<file path="src/rtl/inc_dec_sequencer.sv">
// Round-robin sharing of one external 8-bit incrementer/decrementer; 16-bit ops run low byte then high byte.
// Optional INC_SEQ_EARLY_EXIT_EN: a 16-bit op with no carry out of the low byte skips the HIGH pass.
module inc_dec_sequencer #(
    parameter int NUM_REQ = 3
) (
    input  logic                   i_Clk,
    input  logic                   i_Reset_n,
    input  logic [NUM_REQ-1:0]     i_Req,
    input  logic [16*NUM_REQ-1:0]  i_Operand,
    input  logic [NUM_REQ-1:0]     i_Wide,
    input  logic [NUM_REQ-1:0]     i_Decrement,
    input  logic [3:0]             i_F,
    output logic [7:0]             o_Inc_A,
    output logic [3:0]             o_Inc_F,
    output logic                   o_Inc_Decrement,
    input  logic [7:0]             i_Inc_A,
    input  logic [3:0]             i_Inc_F,
    output logic                   o_Busy,
    output logic [NUM_REQ-1:0]     o_Ack,
    output logic [15:0]            o_Result,
    output logic [3:0]             o_F,
    output logic                   o_F_Write
);

    // state  | meaning
    // S_IDLE | waiting for a request; arbitration and operand capture
    // S_LOW  | incrementer works on operand low byte
    // S_HIGH | incrementer works on operand high byte (16-bit ops)
    // S_DONE | one-cycle ack with result and flags
    typedef enum logic [1:0] {S_IDLE, S_LOW, S_HIGH, S_DONE} state_t;

    localparam int IDX_W = (NUM_REQ > 1) ? $clog2(NUM_REQ) : 1;

    state_t           state, state_nxt;
    logic [IDX_W-1:0] ptr_q, grant_q, grant, grant_inc;
    logic             found;
    int               idx;
    logic [15:0]      op_sel, op_q;
    logic             wide_sel, dec_sel, wide_q, dec_q;
    logic [3:0]       f_q, flags_q;
    logic [7:0]       res_lo_q, res_hi_q;
    logic             carry_q, carry_now;

    // First requester at or above the pointer, wrapping at NUM_REQ.
    always_comb begin
        found = 1'b0;
        grant = '0;
        idx   = 0;
        for (int k = 0; k < NUM_REQ; k++) begin
            idx = int'(ptr_q) + k;
            if (idx >= NUM_REQ) idx = idx - NUM_REQ;
            if (!found && i_Req[IDX_W'(idx)]) begin
                found = 1'b1;
                grant = IDX_W'(idx);
            end
        end
    end

    always_comb begin
        op_sel   = '0;
        wide_sel = 1'b0;
        dec_sel  = 1'b0;
        for (int r = 0; r < NUM_REQ; r++) begin
            if (grant == IDX_W'(r)) begin
                op_sel   = i_Operand[16*r +: 16];
                wide_sel = i_Wide[r];
                dec_sel  = i_Decrement[r];
            end
        end
    end

    assign grant_inc = (grant == IDX_W'(NUM_REQ-1)) ? '0 : grant + IDX_W'(1);
    assign carry_now = dec_q ? (op_q[7:0] == 8'h00) : (i_Inc_A == 8'h00);

    always_ff @(posedge i_Clk or negedge i_Reset_n) begin
        if (!i_Reset_n) state <= S_IDLE;
        else            state <= state_nxt;
    end

    always_comb begin
        state_nxt       = state;
        o_Inc_A         = '0;
        o_Inc_F         = '0;
        o_Inc_Decrement = 1'b0;
        o_Busy          = (state != S_IDLE);
        o_Ack           = '0;
        o_Result        = '0;
        o_F             = '0;
        o_F_Write       = 1'b0;
        case (state)
            S_IDLE: if (found) state_nxt = S_LOW;
            S_LOW: begin
                o_Inc_A         = op_q[7:0];
                o_Inc_F         = f_q;
                o_Inc_Decrement = dec_q;
`ifdef INC_SEQ_EARLY_EXIT_EN
                state_nxt       = (wide_q && carry_now) ? S_HIGH : S_DONE;
`else
                state_nxt       = wide_q ? S_HIGH : S_DONE;
`endif
            end
            S_HIGH: begin
                o_Inc_A         = op_q[15:8];
                o_Inc_F         = f_q;
                o_Inc_Decrement = dec_q;
                state_nxt       = S_DONE;
            end
            S_DONE: begin
                o_Ack     = NUM_REQ'(1) << grant_q;
                o_Result  = wide_q ? {res_hi_q, res_lo_q} : {8'h00, res_lo_q};
                // 16-bit INC/DEC leaves the flags as they were at grant
                o_F       = wide_q ? f_q : flags_q;
                o_F_Write = !wide_q;
                state_nxt = S_IDLE;
            end
            default: state_nxt = S_IDLE;
        endcase
    end

    always_ff @(posedge i_Clk or negedge i_Reset_n) begin
        if (!i_Reset_n) begin
            ptr_q    <= '0;
            grant_q  <= '0;
            op_q     <= '0;
            wide_q   <= 1'b0;
            dec_q    <= 1'b0;
            f_q      <= '0;
            flags_q  <= '0;
            res_lo_q <= '0;
            res_hi_q <= '0;
            carry_q  <= 1'b0;
        end else begin
            case (state)
                S_IDLE: if (found) begin
                    grant_q <= grant;
                    ptr_q   <= grant_inc;
                    op_q    <= op_sel;
                    wide_q  <= wide_sel;
                    dec_q   <= dec_sel;
                    f_q     <= i_F;
                end
                S_LOW: begin
                    res_lo_q <= i_Inc_A;
                    flags_q  <= i_Inc_F;
                    carry_q  <= carry_now;
                    res_hi_q <= op_q[15:8];
                end
                S_HIGH: if (carry_q) res_hi_q <= i_Inc_A;
                default: ;
            endcase
        end
    end

endmodule

</file>
<file path="config.mk">
export PLATFORM = sky130hd
export DESIGN_NAME = inc_dec_sequencer
export DESIGN_NICKNAME = d
export VERILOG_FILES = /design/src/rtl/inc_dec_sequencer.sv
export SDC_FILE = /design/constraint.sdc
export NUM_CORES = 1
export LEC_CHECK = 0
export CORE_AREA = 2 2 85 87
export CTS_BUF_LIST = sky130_fd_sc_hd__clkbuf_4 sky130_fd_sc_hd__clkbuf_8
export DETAILED_ROUTE_END_ITERATION = 6
export DIE_AREA = 0 0 87 89
export PLACE_DENSITY = 0.94
export SLEW_MARGIN = 20
export SYNTH_ARGS = -nofsm -noshare
export SYNTH_HDL_FRONTEND = slang
export SYNTH_SLANG_ARGS = --single-unit
</file>
<file path="constraint.sdc">
create_clock -name i_Clk -period 5.15 [get_ports i_Clk]
set_input_delay 1.03 -clock i_Clk [delete_from_list [all_inputs] [get_ports i_Clk]]
set_output_delay 1.03 -clock i_Clk [all_outputs]
set_load 0.05 [all_outputs]
</file>
Yosys cells after proc, flatten, opt, wreduce, memory -nomap -nowiden
Index checks and enable logic that the tools add are counted.
{ "classes": {"addsub": 6, "n_mul": 0, "n_div": 0, "n_lt_le_gt_ge": 6, "eq_ne": 7, "shifts": 1, "mux": 43, "bitwise": 0, "reduce_logical": 14} }
{ "ops": {"columns": ["cell", "count"], "rows": [
  ["16-bit two-way mux", 5],
  ["8-bit one-hot mux with 2 select lines", 2],
  ["1-bit two-way mux", 19],
  ["8-bit zero test", 2],
  ["2-bit two-way mux", 8],
  ["2-bit by 4-bit less-than comparator with 1-bit output, second input constant", 3],
  ["4-bit two-way mux", 3],
  ["8-bit two-way mux", 1],
  ["2-bit one-hot mux with 4 select lines", 1],
  ["1-bit binary-select mux with 2-bit select", 3],
  ["2-bit equality test, second input constant", 3],
  ["3-bit by 2-bit greater-or-equal comparator with 1-bit output, second input constant", 2],
  ["2-bit subtractor, second input constant", 3],
  ["2-bit by 1-bit equality test with 1-bit output, second input constant", 2],
  ["2-bit zero test", 2],
  ["2-bit != test, second input constant", 2],
  ["2-bit AND reduction", 2],
  ["2-bit nonzero test", 2],
  ["2-bit by 1-bit adder with 3-bit output, second input constant", 1],
  ["2-bit by 2-bit adder with 3-bit output, second input constant", 1],
  ["1-bit zero test", 3],
  ["3-bit two-way mux", 1],
  ["1-bit by 2-bit left shift with 3-bit output, first input constant", 1],
  ["2-bit by 1-bit adder with 2-bit output, second input constant", 1],
  ["other kinds (3)", 4]
]} }
{ "totals": {"regBits": 49, "latch_bits": 0, "ramBits": 0, "rom_bits": 0, "input_bits": 75, "output_inout_bits": 38, "mem_count": 0} }

Depth between registers and ports, before layout
{ "depth": {"word_depth": 16, "mapped_depth": 11, "mapped_depth_nobuf": 8} }

Worst setup path before layout
No wires, ideal clock.
{ "synth_timing": {"kind": "register to output", "startpoint": "register state[0]", "endpoint": "output o_Inc_A[4]", "arrival_time_ps": 1868, "required_ps": 4120, "path_slack_ps": 2252, "stages_incl_launch_ff": 6, "cell_sequence": "dfrtp_1 -> inv_1 -> ha_1 -> clkbuf_1 -> a22oi_1 -> nor2b_1"} }
{ "synth_via": {"elab_chain_len": 2, "word_cells_on_any_way": 3} }
{ "synth_rtl": {"columns": ["element", "line", "text"], "rows": [
  ["start, declared", "34", "state_t state, state_nxt;"],
  ["start signal, assigned", "77", "else state <= state_nxt;"],
  ["2-bit equality test or 2-bit by 1-bit equality test with 1-bit output (tied branches)", "90", "case (state)"],
  ["8-bit one-hot mux with 2 select lines *", "90", null],
  ["end, declared", "13", "output logic [7:0] o_Inc_A,"]
]} }
Mark *: on every way between the ends. The rest lies on a longest branch, timed or not.

Final worst setup path
{ "layout_timing": {"startpoint": "register state[0]", "endpoint": "output o_Inc_A[2]"} }
The elaborated chain is that of the path after synthesis.

==> results.cfg <==
[cells_and_area]
most-common-layout-cells = sky130_fd_sc_hd__clkdlybuf4s50_1, sky130_fd_sc_hd__dfrtp_1, sky130_fd_sc_hd__nand2_1
final_net_count = 512
mostFrequentLayoutCell = sky130_fd_sc_hd__clkdlybuf4s50_1
final_util_pct = 65.8
layout-drive-gt1-share_pct = 12.4
area_delta_synth_final_pct = 34.2
antenna_cells_inserted = 0

[timing]
fin_crit_sh_pct = 74.8
clock_skews_ns = 0.0135
fin_tns_setup_ns = 0
final_critical_path_setup_slack_ns = 1.30
setup_violating_endpoint_count_in_the_final_report = 0
final_hold_violations = 0
report.final.slew_viol_count = 0
maxClockFrequency_mhz = 260
relative_slew_slack_pct = 41.2
rsz0062_at_grt = false
worst_slew_pin_slew_ns = 0.881
shortest_clock_period_the_worst_path_allows_after_layout_ns = 3.85

[route]
dr.pass1.iters = 4
drtIter0Drc = 132
dr_total_vias = 2922
postRouteAntennaNets = 0
totalWireLength_mm = 8.72
routedWlPerCell_um = 17.1
routed_via_density = 5.74
detail_route.drc_violations = 0

[global_route]
grt_start_max_net_pins = 50
via_count_of_the_first_global_routing_pass = 2835
antenna_violations_before_repair = 0
grt_pass1_wl_mm = 13.7
overflow = 0
global_route.usage.total_pct = 22.7

[job]
max_cap_violations = 0

[setup_path]
end_kind = primary output
critPathMaxFanout = 24
cp-startpoint = state[0]
cp_cell_sequence = inv_1 > ha_1 > a22oi_1 > nor2b_1 > clkdlybuf4s50_1
reg2reg_launch_point = ptr_q[0]
timing.critical_path.from_type = flop
reg2reg_to = op_q[7]
critPathRequiredTime_ns = 4.12
crit_type = flop to primary output
cp_data_arrival_time_ns = 2.82
endpoint = o_Inc_A[2]
worst-r2r-cell-count = 8
rrSetupSlack_ns = 2.21
crit_path_top_delay_cell = sky130_fd_sc_hd__clkdlybuf4s50_1
critical-path-max-stage-delay_ns = 0.83

[clock_tree]
cts_hold_repair.buffers = 0
postCtsSetupBuffers = 0
clockRootBuffer = sky130_fd_sc_hd__clkbuf_8
cts_made_buffers = 5
clockBufferDepth = 2
cts_tree = done
clock_sinks = 49
post_cts.resized_instances = 0
clk_latency_ns = 0.31
number_of_levels_the_h_tree_was_split_into = 2
cts.reportedPaths.clkPinSlew_ns = 0.09

[die]
core-area_mm2 = 0.00672
vert_die_dim_um = 89
core.rowCount = 30
fp.dieArea_mm2 = 0.00774
top_level_ports = 113
initial_utilization_pct = 49.0
fp.dieW_um = 87

[logic_synthesis]
synth.largest_area_cell = sky130_fd_sc_hd__dfrtp_1
dominantRegCellSynth = sky130_fd_sc_hd__dfrtp_1
synth.cell_area_mm2 = 0.00329
syn_nets = 417
synth-seq-area-share_pct = 37.2
synth_edf_count = 0
synth.top_cells.by_area = sky130_fd_sc_hd__dfrtp_1, sky130_fd_sc_hd__mux2_2, sky130_fd_sc_hd__mux2i_1
synth.avg_cell_area_um2 = 9.89
postSynth.asyncResetShare_pct = 100
synth_top_area_share_pct = 37.2
synth.distinct_cells = 46
gate_count_after_technology_mapping = 333
synth_seq_cells = 49
synth-warning-count = 0

[status]
run_status = finished clean

[pwr]
cellLeakagePower_nw = 1.79
power.net_switching_mw = 1.59
ir_worst_vdd_mv = 0.393
cellInternalPower_mw = 1.52
pwr-share-comb_pct = 67.1
switching_share_pct = 51.1
clockPowerShare_pct = 7.6
power.share.sequential_pct = 25.2
fin_total_pwr_mw = 3.11
power_per_cell_area_mw_per_mm2 = 704

[min_path]
min-delay-path-class = flop to flop
worst_hold_path.num_cells = 2

[place]
detailedPlacementHpwl_mm = 6.67
dp_slack_ns = 1.56
io_buffer_count = 112
place.gp.congestion = 0.846
critical path: cells and delay by family (launching register included):
family | cells | cell delay, ns
AND/OR/NAND/NOR | 1 | 0.22
buffers and inverters | 2 | 0.97
adder cells (fa/ha/maj) | 1 | 0.70
AO/OA/AOI/OAI | 1 | 0.19
flip-flops | 1 | 0.43
metrics by stage:
| stage | instances | hold slack, ns | area [um^2] |
|---|---|---|---|
| 6_report | 509 | 0.514 | 4420 |
| 5_1_grt | 509 | 0.533 | 4420 |
| 4_1_cts | 509 | 0.518 | 4420 |
| 3_5_place_dp | 501 | 0.497 | 4320 |
| 3_3_place_gp | 501 | 0.484 | 4320 |
| 2_1_floorplan | 333 | 0.470 | 3290 |
kinds of logic (layout without fill, tap and decap cells):
logic type | after synthesis | in the layout | share of synthesized area [%]
buf+inv | 36 | 132 | 7.34
compound gates | 100 | 100 | 24.3
mux | 32 | 32 | 10.5
flops | 49 | 49 | 37.2
simple gates | 107 | 107 | 17.2
fa+ha+maj | 9 | 9 | 3.42
Yosys cell counts (2+ instances only):
cell / instances
sky130_fd_sc_hd__dfrtp_1: 49
sky130_fd_sc_hd__nand2_1: 26
sky130_fd_sc_hd__nor2_1: 21
sky130_fd_sc_hd__nor2b_1: 21
sky130_fd_sc_hd__o21a_1: 18
sky130_fd_sc_hd__a211oi_1: 17
sky130_fd_sc_hd__mux2_2: 16
sky130_fd_sc_hd__mux2i_1: 15
sky130_fd_sc_hd__a21oi_1: 14
sky130_fd_sc_hd__and2_1: 13
sky130_fd_sc_hd__clkbuf_1: 12
sky130_fd_sc_hd__inv_1: 10
sky130_fd_sc_hd__o31ai_1: 10
sky130_fd_sc_hd__ha_1: 9
sky130_fd_sc_hd__a211oi_2: 8
sky130_fd_sc_hd__a22oi_1: 8
sky130_fd_sc_hd__and3_1: 8
sky130_fd_sc_hd__o31ai_2: 8
sky130_fd_sc_hd__clkbuf_8: 7
sky130_fd_sc_hd__o21ai_0: 5
sky130_fd_sc_hd__buf_2: 3
sky130_fd_sc_hd__nand3_1: 3
sky130_fd_sc_hd__nor3_1: 3
sky130_fd_sc_hd__o21ai_2: 3
sky130_fd_sc_hd__and3b_1: 2
sky130_fd_sc_hd__buf_6: 2
sky130_fd_sc_hd__nand3b_1: 2
sky130_fd_sc_hd__nor4_1: 2
state kept, by name, summed over array words and instances, names as in the netlist, 2 cells and up:
register,flops
state,2
grant_q,2
ptr_q,2
res_hi_q,8
f_q,4
op_q,16
res_lo_q,8
flags_q,4
worst min-delay path by stage:
| stage | from | endpoint |
|---|---|---|
| after CTS | res_lo_q[7] | res_lo_q[7] |
| after detailed placement | res_lo_q[7] | res_lo_q[7] |
| after global routing | res_lo_q[5] | res_lo_q[5] |
| after global placement | res_lo_q[4] | res_lo_q[4] |
| after floorplan | op_q[1] | op_q[1] |
| final | op_q[4] | op_q[4] |
per-layer routing:
| layer | vias up | GRT usage, % | share of wire (%) |
|---|---|---|---|
| met1 | 1400 | 29.6 | 42 |
| met3 | 12 | 4.06 | 7.1 |
| met4 | 0 | 6.25 | 1.5 |
| met5 | - | 0 | 0 |
| li1 | 1384 | - | - |
| met2 | 126 | 39.0 | 50 |
area by class of cell:
| type | instances | area (um^2) |
|---|---|---|
| Clock inverter | 2 | 13.8 |
| Timing Repair Buffer | 114 | 1130 |
| Tap cell | 80 | 100 |
| Inverter | 10 | 37.5 |
| Sequential cell | 49 | 1230 |
| Multi-Input combinational cell | 248 | 1820 |
| Clock buffer | 6 | 82.6 |
| Fill cell | 516 | 2300 |
power groups by stage:
stage / Combinational, mW / Sequential [mW] / Clock [mW]
global placement: 2.01 / 0.774 / 0
finish: 2.09 / 0.784 / 0.237
detailed placement: 2.08 / 0.784 / 0
CTS: 2.09 / 0.778 / 0.242
global route: 2.25 / 0.809 / 0.256
floorplan: 1.74 / 0.685 / 0
Note: power is estimated with default switching activity, not from simulation.
==> edit, RTL diff (same flow settings) <==
`NUM_REQ`: 3 -> 2.
--- a/src/rtl/inc_dec_sequencer.sv
+++ b/src/rtl/inc_dec_sequencer.sv
@@ -3,3 +3,3 @@
 module inc_dec_sequencer #(
-    parameter int NUM_REQ = 3
+    parameter int NUM_REQ = 2
 ) (
Interface: changed (5 resized); port bits go from 113 to 93. The function was not compared with the original's and may differ.
==> edit against the unedited design <==
Synthesized area fell by 25%. Setup slack got worse by 80 ps. Worst hold slack worse by 19 ps. Via count down 31%. Fmax shrank 2.0%. Routed wire length down 29%. Highest routed layer unchanged. First-iteration DRC count shrank 31%. Synthesized cell count decreased by 30%. Sequential cell count shrank 2. Non-clock buffer count down 22. Final area down 20%. Power is 24% lower.
==> edit: results <==
set metrics [dict create \
    ff2ff_setup_slack_ps 2910 \
    inverters 3 \
    drtIter0Drc 91 \
    clk_pin_slew_ps 90 \
    yosysUniqueCellTypes 25 \
    synth_seq_cells 47 \
    largestRegisters "op_q (16), res_hi_q (8), res_lo_q (8)" \
    root_buffer "clkbuf_8" \
    h-tree-depth 2 \
    p_leak_nw 1.53 \
    setup_tns_ps 0 \
    multiInputGateArea_um2 1210 \
    layout.nonclk_buf_share_pct 25.8 \
    synth_ff_type "dfrtp_1" \
    gp_congestion 0.814 \
    finalClockSkew_ps 5.47 \
    insertion_delay_ps 300 \
    ff2ff_path_depth 5 \
    slowest_delay_ps 840 \
    min_path_type "reg2reg" \
    hpwl_mm 4.71 \
    path_max_fanout 25 \
    peakVddDrop_v 0.000224 \
    reg2reg_to "res_hi_q[4]" \
    cap_violations 0 \
    cts-resized-gates 0 \
    antenna_found_initial 0 \
    antenna_cells 0 \
    hold-worst-slack_ps 496 \
    final-clk-cell-share_pct 3.84 \
    grt_first_pass_wirelength_mm 9.98 \
    clk_path_buf_depth 2 \
    synth_nets 295 \
    fillers 601 \
    seq_area_frac_synth_pct 47.5 \
    multi_input_gates 168 \
    synthTopCellsByCount "dfrtp_1, mux2i_1, nand2_1" \
    wire_per_inst_um 15.5 \
    critPathTopFamily "buffers and inverters" \
    yosys_warnings 0 \
    globalRouteTotalUtil_pct 16.7 \
    vias_per_cell 5.07 \
    holdPathEnd "res_hi_q[7]" \
    clkbuf_count 5 \
    min_path_cells 2 \
    run_status "completed" \
    io_buffers 91 \
    hp-start "res_hi_q[7]" \
    tightest_slew_ps 1020 \
    nonClockBufferCount 92 \
    drive_above_1_share_pct 9.12 \
    first_global_vias 2054 \
    synth_area_leaders "dfrtp_1, mux2i_1, mux2_2" \
    nNetsFinal 379 \
    reg2reg_from "state[1]" \
    grt_max_degree 48 \
    slowest_stage "ha_1" \
    seq_area_um2 1180 \
    cp_data_arrival_time_ps 2900 \
    dr.pass1.iters 4 \
]
[edit: cell types whose count changed in the layout (fill, tap and decap cells not counted), moves of 9 or more]
| cell | delta |
|---|---|
| a211oi_1 | -17 |
| clkdlybuf4s50_1 | -21 |
| o21ai_0 | +20 |
| mux2i_1 | +15 |
| a21oi_1 | -14 |
| o31ai_1 | -9 |
| o21a_1 | -18 |
| nor2_1 | -19 |
[edit: report_power, final]
part	switching [W]	internal [W]
logic	0.000761	0.000554
registers	0.000188	0.000548
clock network	0.000129	0.000194
[edit: worst max path at each step]
stage	from	endpoint	slack, ps	cells after the start
2_1_floorplan	state[0]	o_Inc_A[0]	2350	5
3_3_place_gp	state[1]	o_Inc_A[4]	1600	5
3_5_place_dp	state[1]	o_Inc_A[1]	1550	5
4_1_cts	state[1]	o_Inc_A[1]	1190	5
5_1_grt	state[1]	o_Inc_A[6]	1040	5
6_report	state[1]	o_Inc_A[1]	1220	5
[edit: cells by family after synthesis]
logic type	count (synthesis)	share of synthesized area, %
AND/OR/NAND/NOR	75	16.2
multiplexers	49	20.9
flip-flops	47	47.5
AO/OA/AOI/OAI	37	8.45
buffers and inverters	18	3.54
adder cells (fa/ha/maj)	6	3.03
XOR/XNOR	1	0.354
[edit: through the flow]
stage	instances	area [um^2]	worst slack [ps]	power [W]	util [%]
after global placement	390	3410	1600	0.00202	50.8
after floorplan	233	2470	2350	0.00166	-
final	398	3550	1220	0.00237	52.8
after global routing	398	3550	1040	0.00253	52.8
after CTS	398	3550	1190	0.00239	52.8
after detailed placement	390	3410	1550	0.00207	50.8
[edit: per-layer routing]
metal	vias up	part of all wire, %	GRT usage (%)
met4	0	1.9	5.97
met1	969	42	20.3
met2	61	51	29.1
met5	-	0	0
li1	977	-	-
met3	11	5.1	3.60
